### config.mk
export PLATFORM = sky130hd
export DESIGN_NAME = serial_pattern_tx
export DESIGN_NICKNAME = d
export VERILOG_FILES = /design/src/rtl/pattern_tx_pkg.sv /design/src/rtl/serial_pattern_tx.sv
export SDC_FILE = /design/constraint.sdc
export NUM_CORES = 1
export LEC_CHECK = 0
export ABC_AREA = 1
export CAP_MARGIN = 20
export CORE_MARGIN = 1
export CORE_UTILIZATION = 50
export DETAILED_ROUTE_END_ITERATION = 8
export MAX_ROUTING_LAYER = met4
export PLACE_DENSITY = 0.81
export SLEW_MARGIN = 10
export SYNTH_ARGS = -nofsm -noshare
export SYNTH_HDL_FRONTEND = slang
export SYNTH_SLANG_ARGS = --single-unit
### constraint.sdc
create_clock -name clk -period 1.75 [get_ports clk]
set_input_delay 0.35 -clock clk [delete_from_list [all_inputs] [get_ports clk]]
set_output_delay 0.35 -clock clk [all_outputs]
set_load 0.02 [all_outputs]
### src/rtl/pattern_tx_pkg.sv
// Shared definitions for the serial pattern transmitter and its matching detector.
package pattern_tx_pkg;

   typedef enum logic [2:0] {
      ST_IDLE  = 3'd0,
      ST_SHIFT = 3'd1,
      ST_GAP   = 3'd2,
      ST_DONE  = 3'd3
   } tx_state_t;

   localparam logic [3:0] DEFAULT_PATTERN = 4'b1101;
   localparam int         DEFAULT_GAP     = 2;

endpackage

### src/rtl/serial_pattern_tx.sv
// Repeats a 4-bit pattern MSB first, reps times, with GAP idle cycles between
// repetitions; Moore FSM, outputs decoded from registered state only.
module serial_pattern_tx
   import pattern_tx_pkg::*;
#(
   parameter logic [3:0] PATTERN = DEFAULT_PATTERN,
   parameter int         GAP     = DEFAULT_GAP
) (
   input  logic       clk,
   input  logic       reset,
   input  logic       start,
   input  logic [3:0] reps,
   input  logic       abort,
   output logic       x,
   output logic       bit_valid,
   output logic       busy,
   output logic       done
);

   // Gap counter counts down to 0, so it is loaded with GAP-1 to give exactly GAP cycles.
   localparam logic [3:0] GAP_LOAD = (GAP > 0) ? 4'(GAP - 1) : 4'd0;

   tx_state_t  state, state_n;
   logic [3:0] shreg, shreg_n;
   logic [3:0] repcnt, repcnt_n;
   logic [3:0] gapcnt, gapcnt_n;
   logic [1:0] bitcnt, bitcnt_n;

   always_ff @(posedge clk or posedge reset) begin
      if (reset) begin
         state  <= ST_IDLE;
         shreg  <= 4'd0;
         repcnt <= 4'd0;
         gapcnt <= 4'd0;
         bitcnt <= 2'd0;
      end else begin
         state  <= state_n;
         shreg  <= shreg_n;
         repcnt <= repcnt_n;
         gapcnt <= gapcnt_n;
         bitcnt <= bitcnt_n;
      end
   end

   always_comb begin
      state_n  = state;
      shreg_n  = shreg;
      repcnt_n = repcnt;
      gapcnt_n = gapcnt;
      bitcnt_n = bitcnt;
      case (state)
         ST_IDLE: begin
            if (start && reps != 4'd0) begin
               repcnt_n = reps;
               shreg_n  = PATTERN;
               bitcnt_n = 2'd0;
               state_n  = ST_SHIFT;
            end
         end
         ST_SHIFT: begin
            if (abort) begin
               state_n = ST_IDLE;
            end else begin
               shreg_n  = {shreg[2:0], 1'b0};
               bitcnt_n = bitcnt + 2'd1;
               if (bitcnt == 2'd3) begin
                  repcnt_n = repcnt - 4'd1;
                  if (repcnt == 4'd1) begin
                     state_n = ST_DONE;
                  end else if (GAP > 0) begin
                     gapcnt_n = GAP_LOAD;
                     state_n  = ST_GAP;
                  end else begin
                     // back-to-back repetition, no bubble
                     shreg_n  = PATTERN;
                     bitcnt_n = 2'd0;
                  end
               end
            end
         end
         ST_GAP: begin
            if (abort) begin
               state_n = ST_IDLE;
            end else if (gapcnt == 4'd0) begin
               shreg_n  = PATTERN;
               bitcnt_n = 2'd0;
               state_n  = ST_SHIFT;
            end else begin
               gapcnt_n = gapcnt - 4'd1;
            end
         end
         ST_DONE: state_n = ST_IDLE;
         default: state_n = ST_IDLE;
      endcase
   end

   always_comb begin
      x         = (state == ST_SHIFT) & shreg[3];
      bit_valid = (state == ST_SHIFT);
      busy      = (state == ST_SHIFT) || (state == ST_GAP);
      done      = (state == ST_DONE);
   end

endmodule

**Word level (Yosys, flattened, before mapping)**

Index checks and enable logic that the tools add are counted.

- $add $sub $neg: 3
- Equal/unequal tests: 14
- Multiplexer cells: 27
- Bitwise logic cells: 1
- Reductions and logical operators: 12

Operator list:

| cell | count |
|---|---|
| 4-bit 2-to-1 mux | 12 |
| 4-bit one-hot mux with 2 select lines | 2 |
| 3-bit 2-to-1 mux | 5 |
| 2-bit inequality test, second input constant | 6 |
| 4-bit one-hot mux with 3 select lines | 1 |
| 3-bit one-hot mux with 3 select lines | 1 |
| 2-bit 2-to-1 mux | 4 |
| 4-bit by 1-bit subtractor with 4-bit output, second input constant | 2 |
| 3-bit by 2-bit equality test with 1-bit output, second input constant | 2 |
| 2-bit one-hot mux with 3 select lines | 1 |
| 6-bit AND reduction | 1 |
| 5-bit AND reduction | 1 |
| 4-bit by 1-bit equality test with 1-bit output, second input constant | 1 |
| 4-bit zero test | 1 |
| 4-bit AND reduction | 1 |
| 2-bit nonzero test | 2 |
| 4-bit nonzero test | 1 |
| 3-bit by 1-bit equality test with 1-bit output, second input constant | 1 |
| 3-bit zero test | 1 |
| 3-bit by 2-bit inequality test with 1-bit output, second input constant | 1 |
| 3-bit inequality test, second input constant | 1 |
| 3-bit AND reduction | 1 |
| 3-bit nonzero test | 1 |
| 2-bit by 1-bit adder with 2-bit output, second input constant | 1 |
| other kinds (6) | 6 |

- Bits in registers: 17
- Input port bits: 8
- Logic and storage cells: 62

**Depth between registers and ports, before layout**

Gate-level depths: netlist of the first run.

- Depth in word-level cells: 5
- Mapped depth: 10
- Mapped depth without buffers: 10

**Worst setup path before layout of the first run**

OpenSTA, ideal clock, no wires.

- Kind: register -> output
- Start: register state[1]
- End: output port x
- Data arrival time: 1.156 ns
- Required time: 1.400 ns
- Setup slack: 0.244 ns
- Stages on the path, launching flop included: 6
- Path buffers: 1
- Cells stage by stage: dfrtp_1 inv_1 ha_1 buf_6 nand2_1 inv_1

- Word-level cells in the longest chain between the ends: 2

RTL lines:

| what | RTL line | text |
|---|---|---|
| start, declared | serial_pattern_tx.sv:23 | `tx_state_t state, state_n;` |
| start signal, assigned | serial_pattern_tx.sv:37 | `state <= state_n;` |
| 3-bit by 1-bit equality test with 1-bit output | -- |  |
| net bit_valid | serial_pattern_tx.sv:15 | `output logic bit_valid,` |
| 1-bit bitwise AND | serial_pattern_tx.sv:98 | `x = (state == ST_SHIFT) & shreg[3];` |
| end, declared | serial_pattern_tx.sv:14 | `output logic x,` |

The timed path passes the listed nets, and every way through them passes these cells.

**Final worst setup path of the first run**

- Start: register state[1]
- End: output port done

- Word-level cells in the longest chain between the ends: 1

RTL lines:

| what | RTL line | text |
|---|---|---|
| 3-bit by 2-bit equality test with 1-bit output | serial_pattern_tx.sv:101 | `done = (state == ST_DONE);` |
| end, declared | serial_pattern_tx.sv:17 | `output logic done` |

No other way between the ends.

==> results of run 1 <==
## area by class of cell
| type | count | area, sq um | share of cell area |
|---|---|---|---|
| Multi-Input combinational cell | 118 | 637 | 0.483 |
| Inverter | 16 | 61.3 | 0.0465 |
| Clock buffer | 4 | 36.3 | 0.0275 |
| Timing Repair Buffer | 18 | 150 | 0.114 |
| Sequential cell | 16 | 400 | 0.304 |
| Tap cell | 27 | 33.8 | 0.0256 |
## state kept, by name, summed over array words and instances, names as in the netlist
register  flops
bitcnt        2
gapcnt        4
repcnt        4
shreg         4
state         2
## what timing repair did
action | CTS | global route
setup buffers | 0 | 1
setup endpoints to repair | 4 | 9
gates resized for setup | 5 | 5
pin swaps | 0 | 0
## cell usage after synthesis (all sizes together)
library cell | n | area [sq um]
buf | 4 | 41.3
nand4 | 4 | 25.0
nor2 | 12 | 60.1
dfrtp | 16 | 400
nand3 | 14 | 70.1
clkinv | 1 | 5.00
a21oi | 5 | 40.0
inv | 15 | 56.3
o21ai | 4 | 20.0
ha | 9 | 113
xnor2 | 1 | 8.76
nor3 | 1 | 10.0
nand3b | 1 | 11.3
or2 | 3 | 18.8
nand2 | 64 | 253
## path summary, 6_finish.rpt
check                           startpoint         to  depth (start not counted)
min in group clk                  shreg[2]   shreg[2]                          2
worst min register to register    shreg[2]   shreg[2]                          2
worst max register to register    state[0]   shreg[1]                          8
worst min-delay path                 reset   shreg[0]                          3
worst max-delay path              state[1]       done                          3
max in group asynchronous            reset  gapcnt[3]                          3
## power groups by stage
| stage | registers [uW] | clock network, uW | logic [uW] |
|---|---|---|---|
| floorplan | 646 | 0 | 1360 |
| global placement | 662 | 0 | 1640 |
| CTS | 665 | 254 | 1670 |
| global route | 689 | 265 | 1920 |
| detailed placement | 673 | 0 | 1700 |
| finish | 666 | 249 | 1690 |
## placed cells by master (no fill, tap or decap), types with 2 or more instances in the layout
cell | Yosys | final
sky130_fd_sc_hd__nand3_1 | 14 | 14
sky130_fd_sc_hd__nand2_2 | 2 | 2
sky130_fd_sc_hd__nor2_4 | 1 | 2
sky130_fd_sc_hd__o21ai_1 | 2 | 2
sky130_fd_sc_hd__nand4_1 | 4 | 4
sky130_fd_sc_hd__nor2_2 | 3 | 2
sky130_fd_sc_hd__dlygate4sd2_1 | 0 | 2
sky130_fd_sc_hd__o21ai_0 | 2 | 2
sky130_fd_sc_hd__clkdlybuf4s50_1 | 0 | 7
sky130_fd_sc_hd__inv_1 | 13 | 13
sky130_fd_sc_hd__or2_1 | 2 | 2
sky130_fd_sc_hd__nand2_1 | 61 | 61
sky130_fd_sc_hd__a21oi_1 | 3 | 3
sky130_fd_sc_hd__nor2_1 | 8 | 8
sky130_fd_sc_hd__inv_2 | 2 | 2
sky130_fd_sc_hd__clkbuf_2 | 0 | 2
sky130_fd_sc_hd__clkbuf_4 | 0 | 3
sky130_fd_sc_hd__dfrtp_1 | 16 | 16
sky130_fd_sc_hd__buf_4 | 1 | 7
sky130_fd_sc_hd__ha_1 | 9 | 8
## per-layer routing
layer  wire, um  GRT usage
met1       1080      0.270
met2       1060      0.340
met3         85     0.0185
met4         25     0.0810
met5          0          -
## critical path, stage by stage, from the launching register on
cell	delay, ns
sky130_fd_sc_hd__dfrtp_1	0.39
sky130_fd_sc_hd__buf_4	0.14
sky130_fd_sc_hd__ha_1	0.21
sky130_fd_sc_hd__dlygate4sd2_1	0.33
## per-stage QoR
stage,std cells,worst slack (ns),utilization,total power (uW),area [sq um]
global placement,194,0.0470,0.627,2300,1280
global route,199,0.0114,0.646,2870,1320
CTS,198,0.00430,0.643,2590,1310
finish,199,0.0455,0.646,2600,1320
detailed placement,194,0.0376,0.627,2370,1280
floorplan,154,0.244,-,2010,1130
## cells by family after synthesis
logic type	after synthesis	synth area share
AOI/OAI and AO/OA	9	0.0530
adders and majority gates	9	0.0994
and+or+nand+nor	99	0.396
DFF	16	0.354
xor gates and xnor gates	1	0.00774
buffers and inverters	20	0.0906
==> out/qor.csv, run 1 <==
metric,value,unit
outcome,finished clean,
detail_route.drc_violations,0,
dr.first_iter.drc_count,21,
irDropWorstVdd,0.00114,V
timing.final.crit_share,0.974,
antenna-diode-count,0,
total_leakage_power,0.000703,uW
post-dp-hpwl,1.72,mm
reg2reg_slack,0.13,ns
post_synthesis_instance_area,0.00113,sq mm
class_of_the_worst_hold_path,primary input to asynchronous set/reset pin,
antenna_found_initial,0,
clock_sink_count,16,
worst_hold_slack,0.357,ns
worst_slew_margin_rel,0.830,
clockBufferDepth,2,
intPower,1320,uW
share_of_cells_above_drive_strength_1,0.169,
postSynthAreaPerCell,7.35,sq um
final_max_slew_viol_count,0,
syn_to_final_growth,16.5,%
combPwrFrac,0.649,
timing.critical_path.fanout_max,3,
gate_count_of_the_mapped_netlist,154,
gp_routability_congestion,0.832,
dieHeight,49.6,um
global_route.usage.total,0.210,
routedWlPerCell,11.3,um
power.net_switching,1290,uW
gr-total-overflow,0,
coreArea,0.00204,sq mm
cts.hold.buffers_added,0,
worst_ep_required_time,1.40,ns
cts_inserted_buffers,3,
die_x,49.6,um
setup_repair_after_global_routing_missed_its_margin,no,
synth_fp_nets,171,
tns,0,ns
timing_hold_violations_final,0,
ys_ff_latch,16,
max_clock_freq,587,MHz
timing_worst_setup_path_type,flop to primary output,
worst_ep_arrival_time,1.35,ns
final_period_minus_worst_setup_slack,1.70,ns
power_frac_clock,0.096,
route.detailed.vias_per_inst,5.04,
grt_pass1_wl,3.85,mm
final_net_count,190,
cp-end-kind,primary output,
io-pin-count,12,
vias,1003,
io_buffers,11,
sequential_to_total_area_share_from_yosys_stat,0.354,
ctsRootBufferMaster,sky130_fd_sc_hd__clkbuf_4,
floorplan.initialDensity,0.555,
worst_clock_skew,0.00422,ns
maxCapViolations,0,
ys.warnings.count,0,
grt_start_max_net_pins,17,
ant_nets,0,
totalWireLength,2.25,mm
rows,16,
setup_viol_count_final,0,
die_area,0.00246,sq mm
cellPowerDensity,1970,mW/mm^2
worst_setup_path_start_kind,flop,
grt_pass1_vias,928,
drt_pre_antenna_iters,4,
post_synth_num_cell_types,25,
cts_tree,done,
layout.filler_cells,203,
ctsHtreeMaxLevel,1,
worst_skew_pair_latency,0.29,ns
clk_transition_reported_paths,0.10,ns
worst_pin_slew,0.254,ns
power_frac_seq,0.256,
netSwitchingFraction,0.495,
(Power assumes the default switching activity.)
==> run 2, diff against run 1 <==
Settings changed: CELL_PAD_IN_SITES_DETAIL_PLACEMENT from default to 0, CELL_PAD_IN_SITES_GLOBAL_PLACEMENT from default to 1, CORE_ASPECT_RATIO from default to 1.75, CORE_UTILIZATION 50 to 40, PLACE_DENSITY 0.81 to 0.88.
==> run 2 against run 1 <==
Clock skew grew 0.0018 ns. Routed wire length rose by 1.9%. Fmax increased by 1.0%. Core utilization decreased by 15 points. Largest power group unchanged.
==> out/qor.csv, run 2 (synthesized netlist as in run 1, its figures left out) <==
metric,value,unit
power.net_switching,1290,uW
power_frac_seq,0.250,
setup_viol_count_final,0,
coreArea,0.00269,sq mm
share_of_cells_above_drive_strength_1,0.163,
gr-total-overflow,0,
outcome,finished clean,
layout.cells.most_common_list,"sky130_fd_sc_hd__nand2_1, sky130_fd_sc_hd__dfrtp_1, sky130_fd_sc_hd__nand3_1",
worst_ep_arrival_time,1.34,ns
syn_to_final_growth,18.5,%
drt_pre_antenna_iters,4,
power_frac_clock,0.122,
cts.hold.buffers_added,0,
setup_repair_after_global_routing_missed_its_margin,no,
clock_sink_count,16,
die_area,0.00306,sq mm
worst_skew_pair_latency,0.25,ns
ctsRootBufferMaster,sky130_fd_sc_hd__clkbuf_8,
timing_hold_violations_final,0,
metal2_wl,1.32,mm
timing_worst_setup_path_type,flop to primary output,
final.setup.worst_slack,0.0628,ns
intPower,1390,uW
detail_route.drc_violations,0,
die_x,42.2,um
dr.first_iter.drc_count,13,
totalWireLength,2.29,mm
final_max_slew_viol_count,0,
netSwitchingFraction,0.480,
class_of_the_worst_hold_path,primary input to asynchronous set/reset pin,
route.detailed.vias_per_inst,4.96,
grt_start_max_net_pins,17,
rows,25,
dieHeight,72.4,um
clockBufferDepth,2,
cellPowerDensity,2000,mW/mm^2
sequential_cell_area,400,sq um
global_route.usage.total,0.177,
post-dp-hpwl,1.79,mm
wl_met3,29,um
clk_transition_reported_paths,0.07,ns
worst_clock_skew,0.00605,ns
floorplan.initialDensity,0.421,
worst_slew_margin_rel,0.837,
post_route_met1_wirelength,912,um
detailedPlace.worstSlack,0.0228,ns
total_leakage_power,0.000712,uW
grt_pass1_wl,4.13,mm
grt_pass1_vias,1026,
cts_inserted_buffers,3,
io-pin-count,12,
final_period_minus_worst_setup_slack,1.69,ns
antenna_found_initial,0,
layout.cells.most_common,sky130_fd_sc_hd__nand2_1,
vias,988,
worst_setup_path_start_kind,flop,
antenna-diode-count,0,
combPwrFrac,0.628,
gp_routability_congestion,0.806,
timing.final.crit_share,0.964,
final_net_count,190,
routed.top_layer,met4,
irDropWorstVdd,0.00118,V
multi_input_area,637,sq um
worst_ep_required_time,1.40,ns
max_clock_freq,593,MHz
io_buffers,11,
layout.filler_cells,263,
worst_pin_slew,0.244,ns
routedWlPerCell,11.5,um
cts_tree,done,
timing.critical_path.fanout_max,4,
tns,0,ns
cp-end-kind,primary output,
maxCapViolations,0,
ctsHtreeMaxLevel,1,
ant_nets,0,
largest_registers,"gapcnt x4, repcnt x4, shreg x4",
run 2: cell count changes in the layout (fill, tap and decap cells not counted):
cell	delta
sky130_fd_sc_hd__clkbuf_2	-1
sky130_fd_sc_hd__clkbuf_4	-3
sky130_fd_sc_hd__dlygate4sd2_1	+1
sky130_fd_sc_hd__clkbuf_8	+3
run 2: worst paths after layout:
| path | from | end | slack (ns) | cells past startpoint |
|---|---|---|---|---|
| min in group clk | shreg[2] | shreg[2] | 0.47 | 2 |
| setup reg to reg | state[0] | shreg[1] | 0.11 | 8 |
| hold reg to reg | shreg[2] | shreg[2] | 0.47 | 2 |
| max in group asynchronous | reset | shreg[2] | 1.15 | 3 |
| hold / removal | reset | gapcnt[3] | 0.41 | 3 |
| setup / recovery | state[0] | busy | 0.06 | 3 |
run 2: layout make-up:
cell class,instances,share of cell area
multi-input cells,118,0.475
clock buffers,4,0.0410
flip-flops and latches,16,0.299
inverters,16,0.0457
well taps,27,0.0252
repair buffers,18,0.115
run 2: power groups by stage:
stage          clock (uW)  sequential [uW]  combinational (uW)
3_3_place_gp            0              666                1660
3_5_place_dp            0              677                1700
5_1_grt               354              687                1930
6_report              327              669                1680
2_1_floorplan           0              646                1360
4_1_cts               334              671                1670
run 2: worst max-delay path: stages, from the launching register on:
cell and delay, ns:
sky130_fd_sc_hd__dfrtp_1 0.40, sky130_fd_sc_hd__inv_1 0.08, sky130_fd_sc_hd__ha_1 0.28, sky130_fd_sc_hd__dlygate4sd2_1 0.32
run 2: repair_timing:
item	CTS	global route
buffers inserted	0	1
resized for setup	4	4
hold endpoints to repair	0	0
endpoints found under the setup margin	4	7
gates cloned	0	0
run 2: metrics by stage:
stage	power [uW]	instance area (sq um)	utilization	hold WS, ns	cells
4_1_cts	2670	1330	0.494	0.413	198
3_5_place_dp	2380	1280	0.476	0.459	194
3_3_place_gp	2320	1280	0.476	0.451	194
2_1_floorplan	2010	1130	-	0.264	154
5_1_grt	2970	1340	0.499	0.459	199
6_report	2680	1340	0.499	0.409	199
run 2: metal layers:
metal | track usage | vias to the layer above
li1 | - | 518
met1 | 0.173 | 456
met2 | 0.349 | 10
met3 | 0.0224 | 4
met4 | 0.0521 | 0
met5 | - | -
